<file path="config.mk">
export PLATFORM = sky130hd
export DESIGN_NAME = alu_arbiter
export DESIGN_NICKNAME = d
export VERILOG_FILES = /design/src/rtl/alu_pkg.sv /design/src/rtl/rr_arb2.sv /design/src/rtl/alu_arbiter.sv
export SDC_FILE = /design/constraint.sdc
export NUM_CORES = 1
export LEC_CHECK = 0
export ABC_CLOCK_PERIOD_IN_PS = 3600
export CAP_MARGIN = 20
export CORE_ASPECT_RATIO = 2
export CORE_MARGIN = 10
export CORE_UTILIZATION = 43
export DETAILED_ROUTE_END_ITERATION = 16
export PLACE_DENSITY = 0.84
export SETUP_SLACK_MARGIN = 0.2
export SLEW_MARGIN = 5
export SYNTH_ARGS = -nofsm -noshare
export SYNTH_HDL_FRONTEND = slang
export SYNTH_SLANG_ARGS = --single-unit
</file>
<file path="constraint.sdc">
create_clock -name clk -period 3.6 [get_ports clk]
set_input_delay 0.72 -clock clk [delete_from_list [all_inputs] [get_ports clk]]
set_output_delay 0.72 -clock clk [all_outputs]
set_load 0.01 [all_outputs]
</file>
<file path="src/rtl/alu_pkg.sv">
// Shared definitions for the ALU arbiter: function codes and FSM state encoding.
package alu_pkg;

  localparam int ALU_FUNC_W = 2;

  localparam logic [ALU_FUNC_W-1:0] FUNC_ADD = 2'b00;
  localparam logic [ALU_FUNC_W-1:0] FUNC_SUB = 2'b01;
  localparam logic [ALU_FUNC_W-1:0] FUNC_MUL = 2'b10;
  localparam logic [ALU_FUNC_W-1:0] FUNC_DIV = 2'b11;

  typedef enum logic [1:0] {
    ST_IDLE = 2'd0,
    ST_EXEC = 2'd1,
    ST_RESP = 2'd2
  } state_e;

endpackage

</file>
<file path="src/rtl/rr_arb2.sv">
// Two-way round-robin grant: a lone request always wins; on contention the pointer decides.
module rr_arb2 (
  input  logic [1:0] req,
  input  logic       ptr,
  output logic [1:0] gnt
);

  always_comb begin
    gnt = 2'b00;
    if (req[0] && (!req[1] || !ptr)) begin
      gnt[0] = 1'b1;
    end else if (req[1]) begin
      gnt[1] = 1'b1;
    end
  end

endmodule

</file>
<file path="src/rtl/alu_arbiter.sv">
// Shares one multi-cycle ALU between two requesters: round-robin accept, hold operands
// for the op latency, capture result/overflow, then pulse the owner's response.
module alu_arbiter
  import alu_pkg::*;
#(
  parameter int WIDTH   = 6,
  parameter int ADD_LAT = 1,
  parameter int MUL_LAT = 4,
  parameter int DIV_LAT = 6
) (
  input  logic                  clk,
  input  logic                  rst,
  input  logic                  req0_valid,
  output logic                  req0_ready,
  input  logic [WIDTH-1:0]      req0_a,
  input  logic [WIDTH-1:0]      req0_b,
  input  logic [ALU_FUNC_W-1:0] req0_func,
  input  logic                  req1_valid,
  output logic                  req1_ready,
  input  logic [WIDTH-1:0]      req1_a,
  input  logic [WIDTH-1:0]      req1_b,
  input  logic [ALU_FUNC_W-1:0] req1_func,
  output logic [WIDTH-1:0]      alu_a,
  output logic [WIDTH-1:0]      alu_b,
  output logic [ALU_FUNC_W-1:0] alu_func,
  input  logic [2*WIDTH-1:0]    alu_out,
  input  logic                  alu_ovf,
  output logic                  rsp0_valid,
  output logic                  rsp1_valid,
  output logic [2*WIDTH-1:0]    rsp_data,
  output logic                  rsp_ovf,
  output logic                  busy
);

  localparam int MAX_LAT = (ADD_LAT > MUL_LAT)
                           ? ((ADD_LAT > DIV_LAT) ? ADD_LAT : DIV_LAT)
                           : ((MUL_LAT > DIV_LAT) ? MUL_LAT : DIV_LAT);
  localparam int CNT_W = $clog2(MAX_LAT) + 1;

  if (ADD_LAT < 1 || MUL_LAT < 1 || DIV_LAT < 1) begin : g_bad_lat
    $error("alu_arbiter: ADD_LAT, MUL_LAT and DIV_LAT must all be >= 1");
  end

  function automatic logic [CNT_W-1:0] lat_m1(input logic [ALU_FUNC_W-1:0] f);
    case (f)
      FUNC_ADD, FUNC_SUB: lat_m1 = CNT_W'(ADD_LAT - 1);
      FUNC_MUL:           lat_m1 = CNT_W'(MUL_LAT - 1);
      default:            lat_m1 = CNT_W'(DIV_LAT - 1);
    endcase
  endfunction

  state_e                  state_q, state_d;
  logic                    ptr_q, ptr_d;
  logic                    owner_q, owner_d;
  logic [WIDTH-1:0]        a_q, a_d;
  logic [WIDTH-1:0]        b_q, b_d;
  logic [ALU_FUNC_W-1:0]   func_q, func_d;
  logic [CNT_W-1:0]        cnt_q, cnt_d;
  logic [2*WIDTH-1:0]      rsp_data_q, rsp_data_d;
  logic                    rsp_ovf_q, rsp_ovf_d;
  logic [1:0]              gnt;
  logic                    idle;

  rr_arb2 u_arb (
    .req ({req1_valid, req0_valid}),
    .ptr (ptr_q),
    .gnt (gnt)
  );

  assign idle       = (state_q == ST_IDLE);
  assign req0_ready = idle && gnt[0];
  assign req1_ready = idle && gnt[1];

  always_comb begin
    state_d    = state_q;
    ptr_d      = ptr_q;
    owner_d    = owner_q;
    a_d        = a_q;
    b_d        = b_q;
    func_d     = func_q;
    cnt_d      = cnt_q;
    rsp_data_d = rsp_data_q;
    rsp_ovf_d  = rsp_ovf_q;
    case (state_q)
      ST_IDLE: begin
        if (gnt != 2'b00) begin
          owner_d = gnt[1];
          a_d     = gnt[1] ? req1_a    : req0_a;
          b_d     = gnt[1] ? req1_b    : req0_b;
          func_d  = gnt[1] ? req1_func : req0_func;
          cnt_d   = lat_m1(gnt[1] ? req1_func : req0_func);
          state_d = ST_EXEC;
        end
      end
      ST_EXEC: begin
        // Sample on the last of the 'latency' hold cycles.
        if (cnt_q == '0) begin
          rsp_data_d = alu_out;
          rsp_ovf_d  = alu_ovf;
          state_d    = ST_RESP;
        end else begin
          cnt_d = cnt_q - 1'b1;
        end
      end
      ST_RESP: begin
        ptr_d   = ~owner_q;
        state_d = ST_IDLE;
      end
      default: state_d = ST_IDLE;
    endcase
  end

  // Datapath registers are cleared too so every output reads 0 after reset.
  always_ff @(posedge clk) begin
    if (rst) begin
      state_q    <= ST_IDLE;
      ptr_q      <= 1'b0;
      owner_q    <= 1'b0;
      a_q        <= '0;
      b_q        <= '0;
      func_q     <= '0;
      cnt_q      <= '0;
      rsp_data_q <= '0;
      rsp_ovf_q  <= 1'b0;
    end else begin
      state_q    <= state_d;
      ptr_q      <= ptr_d;
      owner_q    <= owner_d;
      a_q        <= a_d;
      b_q        <= b_d;
      func_q     <= func_d;
      cnt_q      <= cnt_d;
      rsp_data_q <= rsp_data_d;
      rsp_ovf_q  <= rsp_ovf_d;
    end
  end

  assign alu_a      = a_q;
  assign alu_b      = b_q;
  assign alu_func   = func_q;
  assign rsp_data   = rsp_data_q;
  assign rsp_ovf    = rsp_ovf_q;
  assign rsp0_valid = (state_q == ST_RESP) && !owner_q;
  assign rsp1_valid = (state_q == ST_RESP) && owner_q;
  assign busy       = !idle;

endmodule

</file>
After elaboration in Yosys (flattened, before gate mapping)
Cells that the tools add are included. W data, S select, Z words.

Output and inout bits: 32. Word-level logic and storage cells: 51. Bits of input ports: 45. Register bits after elaboration: 35.

Reduce and logical (&&, ||, !) cells: 20. Multiplexer cells: 13. Eq/ne operators: 7. Bitwise gates (word level): 1. $add $sub $neg: 1.

Operator list (number): $mux W6 (2); $mux W4 (2); $pmux W4 S2 (1); $mux W2 (3); $pmux W3 S2 (1); $reduce_and A2 Y1 (3); $logic_and A1 B1 Y1 (5); $eq A2 B1 Y1 const B (2); $eq A2 B2 Y1 const B (2); $logic_not A1 Y1 (4); $logic_not A2 Y1 (2); $logic_not A4 Y1 (1); $ne A2 B2 Y1 const B (2); $pmux W2 S2 (1); $reduce_bool A2 Y1 (2); $sub A4 B1 Y4 const B (1); $mux W1 (3); $reduce_and A3 Y1 (1); $ne A2 B1 Y1 const B (1); $reduce_or A2 Y1 (1); $logic_or A1 B1 Y1 (1); $not A1 Y1 (1).

Longest topological paths before layout
Word-level depth: 10. Gate-level depth with buffers: 7. Mapped depth without buffers: 6.

By module
From an unflattened synthesis, not the netlist that was laid out.

Cell total of the unflattened synthesis: 174. Area, all modules: 1567.8 µm².

Modules (own cells, without submodules): alu_arbiter (instances 1, area each 1549.0 µm², cells each 171); rr_arb2 (instances 1, area each 18.8 µm², cells each 3).

Worst setup path before layout
Ideal clock, no wire load.

Path kind: input-to-output. From: in req0_valid. To: out req1_ready. Slack: 1.668 ns. Data required time: 2.880 ns. Arrival: 1.212 ns. Cell stages on the path: 4. Buffers on the path: 1. Cells stage by stage: nand2b_1 buf_2 nand2_4 nor2_1.

Word-level cells in the longest chain between the ends: 3.

RTL lines: from (decl) (RTL line alu_arbiter.sv:13) `input logic req0_valid,`; $logic_and A1 B1 Y1 (RTL line rr_arb2.sv:10) `if (req[0] && (!req[1] || !ptr)) begin`; $mux W1 (RTL line rr_arb2.sv:10); $logic_and A1 B1 Y1 (RTL line alu_arbiter.sv:72) `assign req1_ready = idle && gnt[1];`; to (decl) (RTL line alu_arbiter.sv:19) `output logic req1_ready,`.

Every way passes these cells.

Final worst setup path
From: in req1_valid. To: out req0_ready.

Word-level cells in the longest chain between the ends: 5.

RTL lines: from (decl) (RTL line alu_arbiter.sv:18) `input logic req1_valid,`; $logic_not A1 Y1 (RTL line rr_arb2.sv:10); $logic_or A1 B1 Y1 (RTL line rr_arb2.sv:10); $logic_and A1 B1 Y1 (RTL line rr_arb2.sv:10); $mux W1 (RTL line rr_arb2.sv:10); $logic_and A1 B1 Y1 (RTL line alu_arbiter.sv:71) `assign req0_ready = idle && gnt[0];`; to (decl) (RTL line alu_arbiter.sv:14) `output logic req0_ready,`.

Every way passes these cells.

==> reports/results.txt <==
worst hold slack - 0.451 ns
biggest area consumer among synthesized cells - dfxtp_1
WL met3 - 309 um
Pins Over Slew Limit - 0
vias - 1617
routed wire length - 4.51 mm
syn_area_per_cell - 7.98 um2
Fmax - 333 MHz
Fin Setup TNS - 0 ns
Seq pwr share - 36.5%
worst clock skew - 0.00725 ns
syn_nets - 244
Post-CTS Hold Fix Bufs - 0
Fill cells - 302
Final Wtd Congestion - 0.737
clock root buffer master - clkbuf_8
Crit path depth - 5
Seq/Total Area, Yosys - 44.3%
Max H-tree Level - 2
Reg clk slew, reported paths - 0.06 ns
Post-Syn Area - 1580 um2
CTS tree - built
drt drc - 0
total power - 1.31 mW
Pre-antenna DRT Iters - 4
Antenna Violating Nets Remaining - 0
initial antenna violation count - 0
clk buf depth - 2
Pwr Density - 524 nW/um2
Initial Util - 44.3%
critical path's top delay family - buffers and inverters
Post-CTS Setup Bufs - 0
Synth top area share - 44.3%
Crit-path slowest cell - clkdlybuf4s50_1
Worst-Margin Slew - 0.666 ns
Critical Path Start Type - input pin
most used cell, CP - clkdlybuf4s50_1
Area Overhead vs Synth - 58.3%
die height - 106 um
Setup WS pre-CTS - 0.594 ns
Post-synth EDFFs - 0
Comb pwr share - 32.0%
CTS Buf Count - 5
clock share of power - 31.5%
final worst path period need - 3.00 ns
largest net degree at the start of global routing - 31
RSZ-0062 raised after global routing - false
Skew-Pair Late Insertion Delay - 0.28 ns
register bit total from synthesis - 35
Switch Pwr - 374 uW
YS warnings - 0
PostCTS Resize Cnt - 0
uppermost routed layer - met4
Reg2Reg Depth - 6
MaxCap Viol Count - 0
vias in the first global route - 1624
Cell Int Power - 936 uW
DR WL/cell - 14.1 um
Placement Rows - 31
Commonest cells post-synth - dfxtp_1, nand2_1, nand3_1
switching share of total power - 28.5%
Max FO, Critical Path - 18
CTS sink count - 35
min setup slack post-route - 0.596 ns
Detail Placement HPWL - 3.50 mm
overall die area - 6650 um2
Rel. slew slack - 55.5%
critical path cell sequence - clkdlybuf4s50_1, buf_4, nand2_1, and3_1, clkdlybuf4s50_1
Worst path max stage delay - 0.56 ns
largest cells by area after synthesis - dfxtp_1, nand3_1, a311oi_1
number of setup violations in the final report - 0
LEAKAGE - 0.941 nW
Fin. Hold Viols - 0
WP data arrival - 2.28 ns
most instantiated library cell after synthesis - dfxtp_1
GRT Util Overall - 13.8%
Mapped Cells - 198
initial DRC count - 45
capture point of the critical path - req0_ready
n_diodes - 0
R2R Path End - rsp_data[10]
M1 WL - 1.71 mm
VDD IR max - 400 uV
Buf/Inv on CP - 3
IO Count - 77
Core Footprint - 3570 um2
crit share post-route - 83.5%
Die Wd - 62.9 um
async set-reset flop share out of synthesis - 0%
FF-to-FF setup slack - 1.60 ns
crit path from - req1_valid
first-pass GRT wire length - 7.63 mm
Via density - 5.05
grt ovf - 0
WP data required - 2.88 ns
worst hold path class - reg2reg
Cell variety after synth - 31
layout cells sized above 1 - 6.27%
FF-to-FF Start - cnt_q[0]
Final #Nets - 316
status - complete, no violations
IO buf count - 76
nature of the critical path endpoint - output pin
met2 routed WL - 2.44 mm
Primary FF master, synth - dfxtp_1
Setup CP Type - in2out
-- routing by layer --
| metal | global-route usage (%) | up-vias |
|---|---|---|
| li1 | - | 832 |
| met1 | 13.1 | 727 |
| met2 | 25.1 | 56 |
| met3 | 5.51 | 2 |
| met4 | 5.79 | 0 |
| met5 | 0 | - |
-- tightest hold or removal path, delay by kind of cell (launching register included) --
family           cells  cell delay (ns)
flip-flops           1             0.31
AND/OR/NAND/NOR      1             0.05
AO/OA/AOI/OAI        1             0.05
-- state kept, by name (all words and copies together) (netlist names) --
name / count
cnt_q: 4
rsp_data: 12
alu_b: 6
alu_func: 2
alu_a: 6
state_q: 2
rsp_ovf: 1
ptr_q: 1
owner_q: 1
-- metrics by stage --
stage | instance area [um2] | util [%] | std cells
after detailed placement | 2360 | 66.3 | 312
after CTS | 2500 | 70.1 | 320
final | 2500 | 70.1 | 320
after global placement | 2360 | 66.3 | 312
after global routing | 2500 | 70.1 | 320
after floorplan | 1580 | - | 198
-- worst min path at each step --
| stage | cells past startpoint | endpoint | from |
|---|---|---|---|
| floorplan | 2 | cnt_q[1] | cnt_q[1] |
| global placement | 2 | rsp_data[6] | rsp_data[6] |
| detailed placement | 2 | rsp_data[7] | rsp_data[7] |
| CTS | 2 | rsp_data[7] | rsp_data[7] |
| global route | 2 | rsp_data[2] | rsp_data[2] |
| finish | 2 | rsp_data[11] | rsp_data[11] |
-- power by group through the flow --
stage                     logic, mW  registers, mW  clock network, mW
after floorplan               0.213          0.505                  0
after CTS                     0.428          0.479              0.422
after global placement        0.417          0.486                  0
after global routing          0.460          0.487              0.438
final                         0.419          0.478              0.412
after detailed placement      0.426          0.487                  0
-- kinds of logic (layout without fill, tap and decap cells) --
kind of cell / Yosys count / in the layout / share of synthesized area [%]
buffers and inverters: 21 / 94 / 5.94
muxes: 1 / 1 / 0.633
AOI/OAI and AO/OA: 43 / 43 / 19.0
DFF: 35 / 35 / 44.3
adders and majority gates: 1 / 1 / 0.792
and+or+nand+nor: 97 / 97 / 29.3
-- final cells by class --
cell class / instances / area (um2) / share of cell area [%]
timing repair buffer: 81 / 798 / 31.9
multi-input combinational: 142 / 786 / 31.4
sequential: 35 / 701 / 28.0
clock buffer: 5 / 68.8 / 2.75
clock inverter: 3 / 67.6 / 2.70
tap: 49 / 61.3 / 2.45
inverter: 5 / 18.8 / 0.750
-- placed cells by master (no fill, tap or decap), types with 2 or more instances in the layout --
cell type and instances:
and3_1 2, a21oi_1 19, or3_1 2, a311oi_1 14
nor2_1 21, nand2_1 30, buf_4 5, inv_1 5
bufinv_16 2, clkbuf_8 5, dfxtp_1 35, nand2b_1 5
nor2b_1 3, o21ai_1 3, nand3_1 27, clkdlybuf4s50_1 76
nor3_1 2
Power figures use the tool's default switching activity.
==> edit 1, RTL diff (config.mk and constraints unchanged) <==
Make the reset (`rst`) asynchronous in one clocked block.
--- a/src/rtl/alu_arbiter.sv
+++ b/src/rtl/alu_arbiter.sv
@@ -111,7 +111,7 @@
   end
 
   // Datapath registers are cleared too so every output reads 0 after reset.
-  always_ff @(posedge clk) begin
+  always_ff @(posedge clk or posedge rst) begin
     if (rst) begin
       state_q    <= ST_IDLE;
       ptr_q      <= 1'b0;
Function: differs if rst is asserted again (counterexample within 4 cycles, from zero or initial values and one cycle with rst high); with rst held inactive, the same outputs for 10 cycles.
==> edit 1 against the unedited design <==
Clock skew decreased by 0.0026 ns. Non-clock buffer count down 4. Critical path depth decreased by 1. Routed wire length down 1.7%. Worst setup slack got worse by 0.017 ns. First-iteration DRC count fell by 18%. Design area is 1.4% higher. Worst hold slack better by 0.027 ns. Area after synthesis is 5.1% higher. Sequential share of layout area increased by 6.5 points. Sequential cell count unchanged. Largest cell class is now sequential cells.
Power is not compared: it rests on default switching activity, and its combinational part moved more than twofold at a synthesized area within 25%.
==> edit 1: results (changes against the unedited design) <==
| Stage | Quantity | Value | Change |
|---|---|---|---|
| placement | Gpl congestion | 0.829 | was 0.737 |
| layout | Final std cells w/o fill | 270 | was 320 |
| power and ir drop | Leakage power | 1.15 nW |  |
| clocking | Cts repair resizes | 0 | unchanged |
| detailed routing | Vias per Instance | 4.88 | was 5.05 |
| clocking | Clock slew at the register clock pins of the worst setup and hold paths | 0.06 ns | about the same |
| layout | Fraction of layout instances using a drive strength above 1 | 0.122 | was 0.0627 |
| placement | Total instance count after detailed placement | 262 | was 312 |
| run | Max-cap violations | 0 | unchanged |
| clocking | H-tree lvl count | 2 | unchanged |
| sta | Final Max Slew Viols | 0 | unchanged |
| clocking | Worst-Skew Late Latency | 0.29 ns |  |
| yosys | Most numerous cell types in the synthesized netlist | dfrtp_1, nand2_1, o21ai_0, mux2i_1, mux2_4 | was dfxtp_1, nand2_1, nand3_1, nor2_1, a21oi_1 |
| yosys | Post-synthesis cell type with the largest combined area | dfrtp_1 | was dfxtp_1 |
| detailed routing | Routed WL per cell | 16.4 microns | was 14.1 microns |
| grt | Pin count of the biggest net entering global routing | 36 | was 31 |
| yosys | Post-Syn Nets | 189 | was 244 |
| power and ir drop | Worst-case vdd ir drop | 443 uV |  |
| grt | Global-route wire length before repair | 7.36 mm | was 7.63 mm |
| worst setup path | Slowest stage cell on the critical path | clkdlybuf4s50_1 | unchanged |
| placement | Cell area after placement | 0.00244 sq mm | was 0.00236 sq mm |
| detailed routing | Number of DRC markers in iteration 0 | 37 | was 45 |
| yosys | Area contributors post-synth | dfrtp_1, mux2i_1, mux2_4 | was dfxtp_1, nand3_1, a311oi_1 |
| detailed routing | Detailed-router iteration count before antenna repair | 4 | unchanged |
| clocking | Worst-case clock buffer depth | 2 | unchanged |
| grt | Via count of the first global-routing pass | 1411 | was 1624 |
| clocking | Number of buffers added by the clock tree synthesis step | 5 | unchanged |
| sta | Transition at the pin with the smallest max-transition slack | 0.993 ns | was 0.666 ns |
| clocking | Number of setup buffers added after CTS | 0 | unchanged |
| layout | Max reg flops | 12 | unchanged |
| worst setup path | Crit Path Max Fanout | 18 | unchanged |
| placement | Worst slack after detailed placement | 0.559 ns | was 0.594 ns |
| grt | Antenna violations before repair | 0 | unchanged |
| yosys | Sequential fraction of the synthesis area | 0.527 | was 0.443 |
| yosys | Async S/R FF share, synth | 1.00 | was 0 |
| run status | Outcome | complete, no violations | unchanged |
| worst setup path | Largest incremental delay on the critical path | 0.63 ns | was 0.56 ns |
| sta | Max Clock Skew | 0.00462 ns | was 0.00725 ns |
| yosys | Post-synthesis cell type count | 31 | unchanged |
| yosys | Ys Warns | 0 | unchanged |
| placement | Sum of net half-perimeters after detailed placement | 3.54 mm | was 3.50 mm |
| placement | Count of buffers inserted at the top-level ports | 76 | unchanged |
| layout | # diodes | 0 | unchanged |
| grt | Global-route usage over all layers | 0.137 | was 0.138 |
| clocking | Root buf cell | clkbuf_8 | unchanged |
| worst hold path | Classification of the worst-slack hold path | reg -> reg | unchanged |
| yosys | Count of mapped cells out of synthesis | 143 | was 198 |
| worst setup path | Data arrival time of the critical path | 2.30 ns | was 2.28 ns |
-- edit 1: changes by cell type after synthesis, sizes merged, moves of 7 or more --
cell	change
dfrtp	+35
dfxtp	-35
nand3	-26
a21oi	-16
nor2	-15
a311oi	-14
mux2i	+14
o21ai	+14
mux2	+13
nand2	-12
buf	-7
-- edit 1: routing by layer --
| layer | part of all wire | routed length (microns) | up-vias | global-route usage |
|---|---|---|---|---|
| met4 | 0.024 | 107 | 0 | 0.0645 |
| met5 | 0 | 0 | - | 0 |
| met3 | 0.048 | 212 | 9 | 0.0459 |
| met2 | 0.60 | 2640 | 34 | 0.250 |
| met1 | 0.33 | 1470 | 629 | 0.134 |
| li1 | - | - | 646 | - |
-- edit 1: path summary, 6_finish.rpt --
kind,slack [ns],startpoint,cells past startpoint,end
worst min-delay path,0.48,alu_a[1],2,alu_a[1]
worst max register to register,1.43,cnt_q[0],5,rsp_data[10]
worst min register to register,0.48,alu_a[1],2,alu_a[1]
worst max-delay path,0.58,req1_valid,4,req1_ready
min in group asynchronous,0.82,rst,3,rsp_data[6]
max in group asynchronous,2.46,rst,3,alu_a[0]
-- edit 1: logic make-up after synthesis --
family,Yosys count,share of synthesized area
compound gates,27,0.0964
fa+ha+maj,1,0.00753
buf+inv,14,0.0512
flops,35,0.527
mux,28,0.199
simple gates,38,0.119
-- edit 1: where the power goes --
| group | leakage, nW | total [mW] | internal, mW | switching (mW) |
|---|---|---|---|---|
| clock network | 0.0515 | 0.312 | 0.175 | 0.138 |
| logic | 0.676 | 0.911 | 0.533 | 0.378 |
| registers | 0.427 | 0.684 | 0.581 | 0.103 |
| total | 1.15 | 1.91 | 1.29 | 0.619 |
-- edit 1: area by class of cell --
| type | count | area (sq um) |
|---|---|---|
| Clock buffer | 8 | 100 |
| Fill cell | 286 | 1150 |
| Inverter | 7 | 26.3 |
| Multi-Input combinational cell | 94 | 704 |
| Sequential cell | 35 | 876 |
| Tap cell | 49 | 61.3 |
| Timing Repair Buffer | 77 | 768 |
-- edit 1: critical path: cells and delay by family --
kind / cells / cell delay (ns)
buf+inv: 2 / 1.19
simple gates: 2 / 0.38
==> edit 2, RTL diff (same settings) <==
Made on the original files. The parameter `ADD_LAT` goes from 1 to 2.
--- a/src/rtl/alu_arbiter.sv
+++ b/src/rtl/alu_arbiter.sv
@@ -4,7 +4,7 @@
   import alu_pkg::*;
 #(
   parameter int WIDTH   = 6,
-  parameter int ADD_LAT = 1,
+  parameter int ADD_LAT = 2,
   parameter int MUL_LAT = 4,
   parameter int DIV_LAT = 6
 ) (
Formal check against the unedited RTL: not equivalent (a bounded check fails within 4 cycles, from zero or initial values and one cycle with rst high).
==> edit 2 against the unedited design <==
Sequential cell count stayed put. Sequential share of layout area is 0.29 points lower. Area after synthesis is 7.5% higher. Total power is 12% lower. Clock power is 36% lower. Design area is 1.1% higher. Global-route usage is 0.17 points higher. Routed wire length is 7.5% higher. Worst setup slack hardly changed. Synthesized cell count is 1.0% lower. Highest routed layer unchanged.
==> edit 2: results (changes against the unedited design) <==
| Stage | Quantity | Value | Change |
|---|---|---|---|
| worst setup path | CP Capture Point | req1_ready | was req0_ready |
| placement | Sum of net half-perimeters after detailed placement | 3.91 mm | was 3.50 mm |
| placement | Worst slack after detailed placement | 0.584 ns | was 0.594 ns |
| worst setup path | Length in cells of the worst reg-to-reg path | 4 | was 6 |
| run status | Outcome | complete, no violations | unchanged |
| yosys | Post-Syn Nets | 242 | was 244 |
| placement | Gpl congestion | 0.709 | was 0.737 |
| detailed routing | Vias per Instance | 5.11 | was 5.05 |
| layout | Fraction of layout instances using a drive strength above 1 | 0.119 | was 0.0627 |
| worst setup path | Crit Path Max Fanout | 16 | was 18 |
| yosys | Count of mapped cells out of synthesis | 196 | was 198 |
| placement | Cell area after placement | 0.00245 sq mm | was 0.00236 sq mm |
| power and ir drop | Worst-case vdd ir drop | 320 uV | was 400 uV |
| detailed routing | Number of DRC markers in iteration 0 | 57 | was 45 |
| layout | # fillers | 346 | was 302 |
| yosys | Area contributors post-synth | dfxtp_1, a311oi_2, nand2_1 | was dfxtp_1, nand3_1, a311oi_1 |
| layout | Multi-input combinational gate total | 140 | was 142 |
| layout | Non-clock buffer count in the final layout | 80 | was 81 |
| grt | Via count of the first global-routing pass | 1674 | was 1624 |
| sta | Worst slew margin | 0.478 | was 0.555 |
| sta | Max Clock Skew | 0.00617 ns | was 0.00725 ns |
| worst setup path | Destination of the worst register-to-register timing path | alu_a[4] | was rsp_data[10] |
| worst setup path | Largest incremental delay on the critical path | 0.63 ns | was 0.56 ns |
| detailed routing | Total Wirelength | 4.85 mm | was 4.51 mm |
| power and ir drop | Sw frac | 0.314 | was 0.285 |
| grt | Global-route usage over all layers | 0.139 | was 0.138 |
| sta | Final worst setup slack | 0.596 ns | about the same |
| grt | Pin count of the biggest net entering global routing | 30 | was 31 |
| yosys | Most numerous cell types in the synthesized netlist | nand2_1, dfxtp_1, nor2_1, a21oi_1, nand3_1 | was dfxtp_1, nand2_1, nand3_1, nor2_1, a21oi_1 |
| power and ir drop | Power dissipated in sequential cells | 470 uW | was 478 uW |
| power and ir drop | Leakage power | 0.928 nW | was 0.941 nW |
| yosys | Sequential fraction of the synthesis area | 0.412 | was 0.443 |
| yosys | Post-synthesis cell type count | 35 | was 31 |
| layout | Clk tree area frac | 0.0322 | was 0.0545 |
| grt | Global-route wire length before repair | 8.02 mm | was 7.63 mm |
| layout | Post-layout net count | 313 | was 316 |
-- edit 2: cell types whose count changed in the layout (fill, tap and decap cells not counted), sizes merged, moves of 2 or more --
cell,delta
or3,-2
o21ai,-2
and3,-2
nand2,+12
clkbuf,+2
nand3,-12
nor2b,-2
nor2,+3
bufinv,-2
-- edit 2: logic make-up after synthesis --
family / after synthesis / synth area share
AND/OR/NAND/NOR: 97 / 0.274
adder cells (fa/ha/maj): 1 / 0.00736
AO/OA/AOI/OAI: 40 / 0.221
buffers and inverters: 21 / 0.0744
XOR/XNOR: 1 / 0.00516
multiplexers: 1 / 0.00589
flip-flops: 35 / 0.412
-- edit 2: routing by layer --
layer,part of all wire,routed length [microns],GRT usage,vias up
met3,0.062,299,0.0401,7
met1,0.36,1740,0.144,750
li1,-,-,-,812
met5,0,0,0,-
met4,0.018,87,0.0538,0
met2,0.56,2720,0.255,60
-- edit 2: tightest hold or removal path, cell delays in order (launching register included) --
cell	delay, ns
dfxtp_1	0.31
nand2_1	0.05
a21oi_1	0.05
